[src/rtl/alu_reg_if.sv]
// alu_reg_if: operand/result bundle for the registered ALU.
//   SrcA, SrcB   : operands (WIDTH bits)
//   ALUControl   : 00 ADD, 01 SUB, 10 AND, 11 ORR
//   ALUResult    : registered result (WIDTH bits)
//   Zero/Negative/Overflow/Carry : registered condition flags
//   in_valid/out_valid : present only when ALU_VALID_EN is defined
// Modports: master drives operands and reads results; slave is the ALU side.
interface alu_reg_if #(
  parameter int unsigned WIDTH = 32
);
  logic [WIDTH-1:0] SrcA;
  logic [WIDTH-1:0] SrcB;
  logic [1:0]       ALUControl;
  logic [WIDTH-1:0] ALUResult;
  logic             Zero;
  logic             Negative;
  logic             Overflow;
  logic             Carry;
`ifdef ALU_VALID_EN
  logic             in_valid;
  logic             out_valid;
`endif

  modport master (
    output SrcA, SrcB, ALUControl,
`ifdef ALU_VALID_EN
    output in_valid,
    input  out_valid,
`endif
    input  ALUResult, Zero, Negative, Overflow, Carry
  );

  modport slave (
    input  SrcA, SrcB, ALUControl,
`ifdef ALU_VALID_EN
    input  in_valid,
    output out_valid,
`endif
    output ALUResult, Zero, Negative, Overflow, Carry
  );
endinterface

[src/rtl/alu_reg.sv]
// alu_reg: registered 32-bit datapath ALU (ADD/SUB/AND/ORR) with N/Z/C/V flags.
// One clock of latency: operands sampled on a rising clk edge, result and
// flags valid after that edge and held until the next.
// Ports:
//   clk   : system clock, rising edge
//   reset : synchronous active-high reset (ALUResult=0, Zero=1, others 0)
//   bus   : alu_reg_if.slave (SrcA, SrcB, ALUControl in; ALUResult and flags out)
// Optional feature macro ALU_VALID_EN: adds bus.in_valid / bus.out_valid;
// registers then load only when in_valid=1, and out_valid is in_valid
// delayed one cycle.
module alu_reg #(
  parameter int unsigned WIDTH = 32
) (
  input  logic     clk,
  input  logic     reset,
  alu_reg_if.slave bus
);

  logic [WIDTH-1:0] b_op;
  logic [WIDTH:0]   sum;
  logic [WIDTH-1:0] res_d;
  logic             n_d;
  logic             z_d;
  logic             c_d;
  logic             v_d;

  // One shared adder: SUB inverts B and uses ALUControl[0] as carry-in.
  always_comb begin
    b_op  = bus.ALUControl[0] ? ~bus.SrcB : bus.SrcB;
    sum   = {1'b0, bus.SrcA} + {1'b0, b_op} + {{WIDTH{1'b0}}, bus.ALUControl[0]};
    res_d = '0;
    c_d   = 1'b0;
    v_d   = 1'b0;
    case (bus.ALUControl)
      2'b00, 2'b01: begin
        res_d = sum[WIDTH-1:0];
        c_d   = sum[WIDTH];
        // Operand signs (after B inversion) agree, and sum sign differs.
        v_d   = ~(bus.ALUControl[0] ^ bus.SrcA[WIDTH-1] ^ bus.SrcB[WIDTH-1])
                & (sum[WIDTH-1] ^ bus.SrcA[WIDTH-1]);
      end
      2'b10:   res_d = bus.SrcA & bus.SrcB;
      default: res_d = bus.SrcA | bus.SrcB;
    endcase
    n_d = res_d[WIDTH-1];
    z_d = (res_d == '0);
  end

  logic load;
`ifdef ALU_VALID_EN
  assign load = bus.in_valid;

  always_ff @(posedge clk) begin
    if (reset) bus.out_valid <= 1'b0;
    else       bus.out_valid <= bus.in_valid;
  end
`else
  assign load = 1'b1;
`endif

  always_ff @(posedge clk) begin
    if (reset) begin
      bus.ALUResult <= '0;
      bus.Zero      <= 1'b1;
      bus.Negative  <= 1'b0;
      bus.Overflow  <= 1'b0;
      bus.Carry     <= 1'b0;
    end else if (load) begin
      bus.ALUResult <= res_d;
      bus.Zero      <= z_d;
      bus.Negative  <= n_d;
      bus.Overflow  <= v_d;
      bus.Carry     <= c_d;
    end
  end

endmodule

[src/flat_wrapper.sv]
// flat-port wrapper written by rule: the top's interface ports become plain ports
module alu_reg_flat 
#(
  parameter int unsigned WIDTH = 32
)
  (clk, reset, bus_SrcA, bus_SrcB, bus_ALUControl, bus_ALUResult, bus_Zero, bus_Negative, bus_Overflow, bus_Carry);
  alu_reg_if #(.WIDTH(WIDTH)) bus_i ();
  input  logic clk;
  input  logic reset;
  input wire logic [$bits(bus_i.SrcA)-1:0] bus_SrcA;
  input wire logic [$bits(bus_i.SrcB)-1:0] bus_SrcB;
  input wire logic [$bits(bus_i.ALUControl)-1:0] bus_ALUControl;
  output wire logic [$bits(bus_i.ALUResult)-1:0] bus_ALUResult;
  output wire logic [$bits(bus_i.Zero)-1:0] bus_Zero;
  output wire logic [$bits(bus_i.Negative)-1:0] bus_Negative;
  output wire logic [$bits(bus_i.Overflow)-1:0] bus_Overflow;
  output wire logic [$bits(bus_i.Carry)-1:0] bus_Carry;
  assign bus_i.SrcA = bus_SrcA;
  assign bus_i.SrcB = bus_SrcB;
  assign bus_i.ALUControl = bus_ALUControl;
  assign bus_ALUResult = bus_i.ALUResult;
  assign bus_Zero = bus_i.Zero;
  assign bus_Negative = bus_i.Negative;
  assign bus_Overflow = bus_i.Overflow;
  assign bus_Carry = bus_i.Carry;
  alu_reg #(.WIDTH(WIDTH)) u_core (.clk(clk), .reset(reset), .bus(bus_i));
endmodule
[config.mk]
export PLATFORM = sky130hd
export DESIGN_NAME = alu_reg_flat
export DESIGN_NICKNAME = d
export VERILOG_FILES = /design/src/rtl/alu_reg_if.sv /design/src/rtl/alu_reg.sv /design/src/flat_wrapper.sv
export SDC_FILE = /design/constraint.sdc
export NUM_CORES = 1
export LEC_CHECK = 0
export CORE_UTILIZATION = 45
export DETAILED_ROUTE_END_ITERATION = 10
export PLACE_DENSITY = 0.83
export SETUP_SLACK_MARGIN = 0.05
export SYNTH_ARGS = -nofsm -noshare
export SYNTH_HDL_FRONTEND = slang
export SYNTH_SLANG_ARGS = --single-unit
export TNS_END_PERCENT = 1
[constraint.sdc]
create_clock -name clk -period 6 [get_ports clk]
set_input_delay 0.6 -clock clk [delete_from_list [all_inputs] [get_ports clk]]
set_output_delay 0.6 -clock clk [all_outputs]
set_load 0.01 [all_outputs]
==> impl_metrics.csv, run 1 <==
group,metric,value,unit
synthesis,synth_cell_types,60,
sta,finalCritPeriodShare,69.52,%
synthesis,seq_area_frac_synth,17.45,%
floorplan,fp.coreArea,8678,sq um
cts,cts_resized,0,
route,drtAntennaViolNets,0,
critical_path,path_cells,"clkdlybuf4s50_1 > xor2_1 > inv_1 > fa_1 > nand3b_1 > a21oi_1 > o21ai_1 > a2111oi_0 > o32ai_1 > mux2i_1 > o21ai_0 > nor4b_1 > nand3_1 > o31ai_2",
route,vias,4362,
synthesis,synthMuxAreaShare,2.586,%
finish,fillers,791,
finish,stdcell_area,5204,sq um
synthesis,synth_ff_type,"dfxtp_1",
sta,worst_pin_slew,0.7617,ns
placement,place_area,5086,sq um
critical_path,critPathKind,"in2reg",
route,drt_iter0_markers,313,
synthesis,synthSimpleGateAreaFrac,22.44,%
synthesis,syn-instance-count,546,
floorplan,row_count,34,
synthesis,synthesis.nets,654,
cts,clock_path_buffers,2,
cts,ctsHoldBuffers,0,
placement,place_hpwl,9830,um
finish,layout_common_cells,"102 x clkdlybuf4s50_1, 59 x nand2_1, 53 x nor2_1, 42 x a21oi_1, 40 x o21ai_0",
synthesis,synth_edf_count,0,
flow_run,cap_violations,0,
cts,cts_sinks,35,
run_status,status,"complete, but fails checks",
synthesis,synth_seq_cells,35,
critical_path,end_kind,"register",
synthesis,synth-xor-area-share,11.34,%
placement,gp_congestion,0.9967,
pwr,intPower,0.0006677,W
cts,numCtsBuffers,5,
sta,hold_ws,0.9923,ns
pwr,p_switching,0.0004233,W
floorplan,die_w,96.46,um
finish,diodes,0,
sta,slew_viol_final,0,
synthesis,synth_top_family_by_area,"compound AO/OA/AOI/OAI gates",
critical_path,cp_max_fo,5,
synthesis,yosysWarnings,0,
route,drc,1,
synthesis,synth_area,4015,sq um
pwr,combPwrFrac,55.5,%
global_routing,grt_pass1_wl,19130,um
critical_path,cpPeakStageDelay,0.51,ns
cts,cts_tree,"done",
placement,portBuffers,103,
min_path,hold_class,"in2reg",
run_status,violations,"DRC",
pwr,leakage,2.056,nW
sta,hold_viol,0,
global_routing,antenna_found_initial,0,
global_routing,grt_use_total,26.32,%
synthesis,ys_async_sr_fraction,0,%
route,avgViaCountPerCell,5.871,
synthesis,avgSynthCellArea,7.354,sq um
finish,layout-drive-gt1-share,3.150,%
cts,cts_setup_buffers,0,
pwr,p_clk_share,19.8,%
global_routing,grt-ovfl-total,0,
critical_path,critical_path_arrival,4.37,ns
cts,clk_pin_slew,0.07,ns
finish,syn_to_final_growth,29.60,%
cts,htree_levels,2,
pwr,p_per_area,209.7,nW/um^2
global_routing,grt_pass1_vias,3917,
sta,min_period,4.171,ns
critical_path,cp_slowest_cell,"clkdlybuf4s50_1",
cts,cts_root_buffer,"clkbuf_8",
pwr,vdd_drop_max,117.2,uV
floorplan,start_util,46.27,%
synthesis,synth_compound_area_share,24.43,%
route,routedWlPerCell,16.24,um
pwr,p_seq_share,24.8,%
route,firstDrtPassIters,8,
critical_path,cp.required,6.20,ns
global_routing,grt_max_degree,57,
sta,setup_tns,0,ns
sta,setup_viol,0,
floorplan,io_pins,104,
synthesis,synth_fa_ha_area_share,17.64,%
route,routed_wirelength,12060,um
floorplan,die_area,9305,sq um
sta,rsz0062_at_grt,"false",
critical_path,startpoint_type,"input port",
floorplan,fp.dieH,96.46,um
pwr,switching_share,38.80,%
finish,final_common_cell,"clkdlybuf4s50_1",
sta,max_freq,0.2397,GHz
sta,slew_headroom,48.75,%
finish,nNetsFinal,742,
==> flip-flops by register name (all words and copies together), names as in the netlist <==
register              cells
u_core.bus.Negative       1
u_core.bus.Overflow       1
u_core.bus.ALUResult     31
u_core.bus.Carry          1
u_core.bus.Zero           1
==> final timing paths <==
kind,start,endpoint,slack (ns),depth (start not counted)
min,bus_ALUControl[0],u_core.bus.ALUResult[4]$_SDFF_PP0_,0.99,5
max,bus_SrcB[1],u_core.bus.Zero$_SDFF_PP1_,1.83,14
==> cells by family (layout without fill, tap and decap cells) <==
logic type	Yosys count	after routing
simple gates	193	193
compound gates	159	159
fa+ha+maj	60	60
xor+xnor	52	52
buf+inv	38	127
flops	35	35
mux	9	9
==> power by group through the flow <==
stage / combinational, W / sequential (W) / clock [W]
after detailed placement: 0.000591 / 0.000276 / 0
final: 0.000605 / 0.000270 / 0.000216
after CTS: 0.000595 / 0.000271 / 0.000217
after global routing: 0.000665 / 0.000273 / 0.000225
after global placement: 0.000583 / 0.000275 / 0
after floorplan: 0.000370 / 0.000290 / 0
==> synth_stat cells, types with 3 or more instances <==
| cell type | count | area [sq um] |
|---|---|---|
| nand2_1 | 59 | 221.5 |
| nor2_1 | 53 | 198.9 |
| a21oi_1 | 42 | 210.2 |
| o21ai_0 | 40 | 200.2 |
| ha_1 | 39 | 488.0 |
| xor2_1 | 36 | 315.3 |
| dfxtp_1 | 35 | 700.7 |
| maj3_1 | 20 | 200.2 |
| clkbuf_1 | 18 | 67.56 |
| nand3_1 | 18 | 90.09 |
| nor3_1 | 18 | 90.09 |
| xnor2_1 | 16 | 140.1 |
| and2_1 | 12 | 75.07 |
| o21a_1 | 11 | 82.58 |
| inv_1 | 10 | 37.54 |
| nand4_1 | 10 | 62.56 |
| o21ai_1 | 9 | 45.04 |
| a31oi_1 | 8 | 50.05 |
| o211ai_1 | 8 | 60.06 |
| mux2i_1 | 7 | 70.07 |
| a21o_1 | 6 | 45.04 |
| a211oi_1 | 4 | 30.03 |
| and3_1 | 4 | 25.02 |
| o22ai_1 | 4 | 25.02 |
| a221oi_1 | 3 | 26.28 |
| buf_2 | 3 | 15.01 |
| o31ai_1 | 3 | 22.52 |
| or3_1 | 3 | 18.77 |
| or4_1 | 3 | 22.52 |
==> final cells by class <==
type / count / area [sq um] / share of cell area, %
sequential: 35 / 700.7 / 13.46
timing repair buffer: 107 / 1056 / 20.29
clock buffer: 6 / 82.58 / 1.587
multi-input combinational: 473 / 3149 / 60.52
inverter: 12 / 45.04 / 0.8656
clock inverter: 2 / 35.03 / 0.6732
tap: 108 / 135.1 / 2.597
==> metrics by stage <==
step | cells | total power [W] | utilization, % | worst slack, ns
3_5_place_dp | 735 | 0.0008675 | 58.61 | 1.533
3_3_place_gp | 735 | 0.0008581 | 58.61 | 1.661
5_1_grt | 743 | 0.001163 | 59.96 | 1.376
6_report | 743 | 0.001091 | 59.96 | 1.829
2_1_floorplan | 546 | 0.0006596 | - | 1.197
4_1_cts | 743 | 0.001083 | 59.96 | 1.830
==> routing by layer <==
metal,part of all wire [%],vias up,global-route usage [%]
met3,7.5,9,2.895
met4,0.75,0,5.025
met2,44,190,41.14
li1,-,2148,-
met1,48,2015,38.85
met5,0,-,0
==> worst max-delay path, delay by kind of cell <==
kind | cells | cell delay, ns
simple gates | 3 | 0.61
compound gates | 6 | 1.68
fa+ha+maj | 1 | 0.42
mux | 1 | 0.26
xor+xnor | 1 | 0.20
buf+inv | 2 | 0.59
Power figures use the tool's default switching activity.
==> run 2, diff against run 1 <==
==> constraint.sdc (replaced) <==
create_clock -name clk -period 3.9 [get_ports clk]
set_input_delay 0.39 -clock clk [delete_from_list [all_inputs] [get_ports clk]]
set_output_delay 0.39 -clock clk [all_outputs]
set_load 0.01 [all_outputs]
==> impl_metrics.csv, run 2 (synthesis gave the netlist of run 1 again) <==
group,metric,value,unit
floorplan,fp.dieH,96.46,um
critical_path,critPathKind,"in2reg",
finish,layout-drive-gt1-share,8.780,%
floorplan,row_count,34,
route,routed_wirelength,12590,um
critical_path,cp_slowest_cell,"or4_1",
run_status,status,"complete, but fails checks",
flow_run,cap_violations,0,
sta,max_freq,0.2698,GHz
finish,regMostFlops,"u_core.bus.ALUResult",
finish,diodes,0,
route,routedWlPerCell,16.13,um
critical_path,critical_path_arrival,3.92,ns
critical_path,cp_max_fo,5,
finish,syn_to_final_growth,37.08,%
cts,cts_setup_buffers,0,
route,firstDrtPassIters,8,
sta,setup_viol,0,
min_path,hold_class,"in2reg",
finish,final_util,63.42,%
route,drt_iter0_markers,418,
critical_path,crit_buf_inv,2,
placement,place_hpwl,10410,um
route,avgViaCountPerCell,5.829,
cts,cts_root_buffer,"clkbuf_8",
floorplan,die_area,9305,sq um
sta,hold_viol,0,
cts,ctsHoldBuffers,0,
global_routing,grt_max_degree,29,
global_routing,antenna_found_initial,0,
sta,worst_pin_slew,0.7627,ns
global_routing,grt_pass1_wl,19720,um
run_status,violations,"DRC",
route,drtAntennaViolNets,0,
critical_path,path_cells,"clkdlybuf4s50_1 > xor2_1 > inv_1 > fa_1 > nand3b_1 > a21oi_4 > o21ai_1 > nand2b_1 > mux2i_1 > a22o_1 > or4_1 > nor4_2 > nand3_1 > o31ai_2",
cts,htree_levels,2,
min_path,hp-start,"bus_ALUControl[0]",
floorplan,die_w,96.46,um
cts,clk_pin_slew,0.07,ns
sta,min_period,3.707,ns
global_routing,grt-ovfl-total,0,
pwr,vdd_drop_max,139.1,uV
placement,dp.cells,772,
placement,place_area,5380,sq um
critical_path,end_kind,"register",
critical_path,cpPeakStageDelay,0.55,ns
critical_path,startpoint_type,"input port",
pwr,p_per_area,311.4,nW/um^2
finish,layoutNonFillerInstCount,780,
min_path,holdPathEnd,"u_core.bus.ALUResult[4]$_SDFF_PP0_",
pwr,power,0.001714,W
floorplan,start_util,46.27,%
route,vias,4547,
floorplan,fp.coreArea,8678,sq um
finish,stdcell_area,5504,sq um
cts,cts_sinks,35,
finish,largest_register_ffs,31,
critical_path,cp.required,4.11,ns
sta,setup_tns,0,ns
route,drc,1,
finish,layout_common_cells,"102 x clkdlybuf4s50_1, 59 x nand2_1, 53 x nor2_1, 41 x a21oi_1, 40 x o21ai_0",
cts,numCtsBuffers,5,
floorplan,io_pins,104,
finish,nNetsFinal,779,
cts,cts_tree,"done",
global_routing,grt_pass1_vias,4153,
sta,slew_headroom,48.69,%
cts,clock_path_buffers,2,
sta,finalCritPeriodShare,95.04,%
critical_path,cpLargestDelayFamily,"simple AND/OR/NAND/NOR gates",
placement,portBuffers,103,
finish,final_common_cell,"clkdlybuf4s50_1",
sta,slew_viol_final,0,
sta,rsz0062_at_grt,"false",
global_routing,grt_use_total,27.29,%
pwr,leakage,2.231,nW
min_path,min_delay_path_depth,5,
placement,gp_congestion,0.9636,
run 2: cell types whose count changed in the layout (fill, tap and decap cells not counted), sizes merged:
cell | previous run | this run
buf | 5 | 42
clkbuf | 6 | 8
bufinv | 1 | 0
clkinv | 2 | 1
run 2: metal layers:
layer | global-route usage, % | up-vias | routed length, um
li1 | - | 2235 | -
met1 | 39.16 | 2071 | 5772
met2 | 41.96 | 227 | 5472
met3 | 4.538 | 14 | 1187
met4 | 7.108 | 0 | 152
met5 | 0 | - | 0
run 2: worst max path at each step:
stage                      start                    endpoint  cells after the start
6_report             bus_SrcB[1]  u_core.bus.Zero$_SDFF_PP1_                     14
5_1_grt              bus_SrcB[1]  u_core.bus.Zero$_SDFF_PP1_                     15
4_1_cts              bus_SrcB[1]  u_core.bus.Zero$_SDFF_PP1_                     14
3_5_place_dp         bus_SrcB[1]  u_core.bus.Zero$_SDFF_PP1_                     14
3_3_place_gp         bus_SrcB[1]  u_core.bus.Zero$_SDFF_PP1_                     14
2_1_floorplan  bus_ALUControl[0]  u_core.bus.Zero$_SDFF_PP1_                     18
run 2: worst min-delay path, stage by stage:
cell and delay (ns):
buf_2 0.21, nand2_1 0.09, nand3_1 0.08, o21ai_0 0.13, nor2_1 0.06
run 2: stage by stage:
| step | worst slack (ns) | hold slack [ns] |
|---|---|---|
| after CTS | 0.1938 | 0.7067 |
| after detailed placement | -0.09712 | 1.009 |
| final | 0.1935 | 0.7198 |
| after global routing | 0.01731 | 0.7441 |
| after floorplan | 0.05692 | 0.5461 |
| after global placement | 0.007800 | 1.002 |
run 2: final cells by class:
class | count | area (sq um)
Clock buffer | 8 | 100.1
Fill cell | 777 | 3174
Inverter | 12 | 45.04
Multi-Input combinational cell | 473 | 3173
Sequential cell | 35 | 700.7
Tap cell | 108 | 135.1
Timing Repair Buffer | 144 | 1350
run 2: where the power goes:
part	internal, W	switching, W	total [W]
combinational	0.000473	0.000542	0.00101
sequential	0.000403	0.0000126	0.000415
clock	0.000161	0.000123	0.000284
run 2: what timing repair did:
| action | 4_1_cts | 5_1_grt |
|---|---|---|
| resized for setup | 0 | 5 |
| endpoints found under the setup margin | 0 | 1 |
| endpoints found under the hold margin | 0 | 0 |
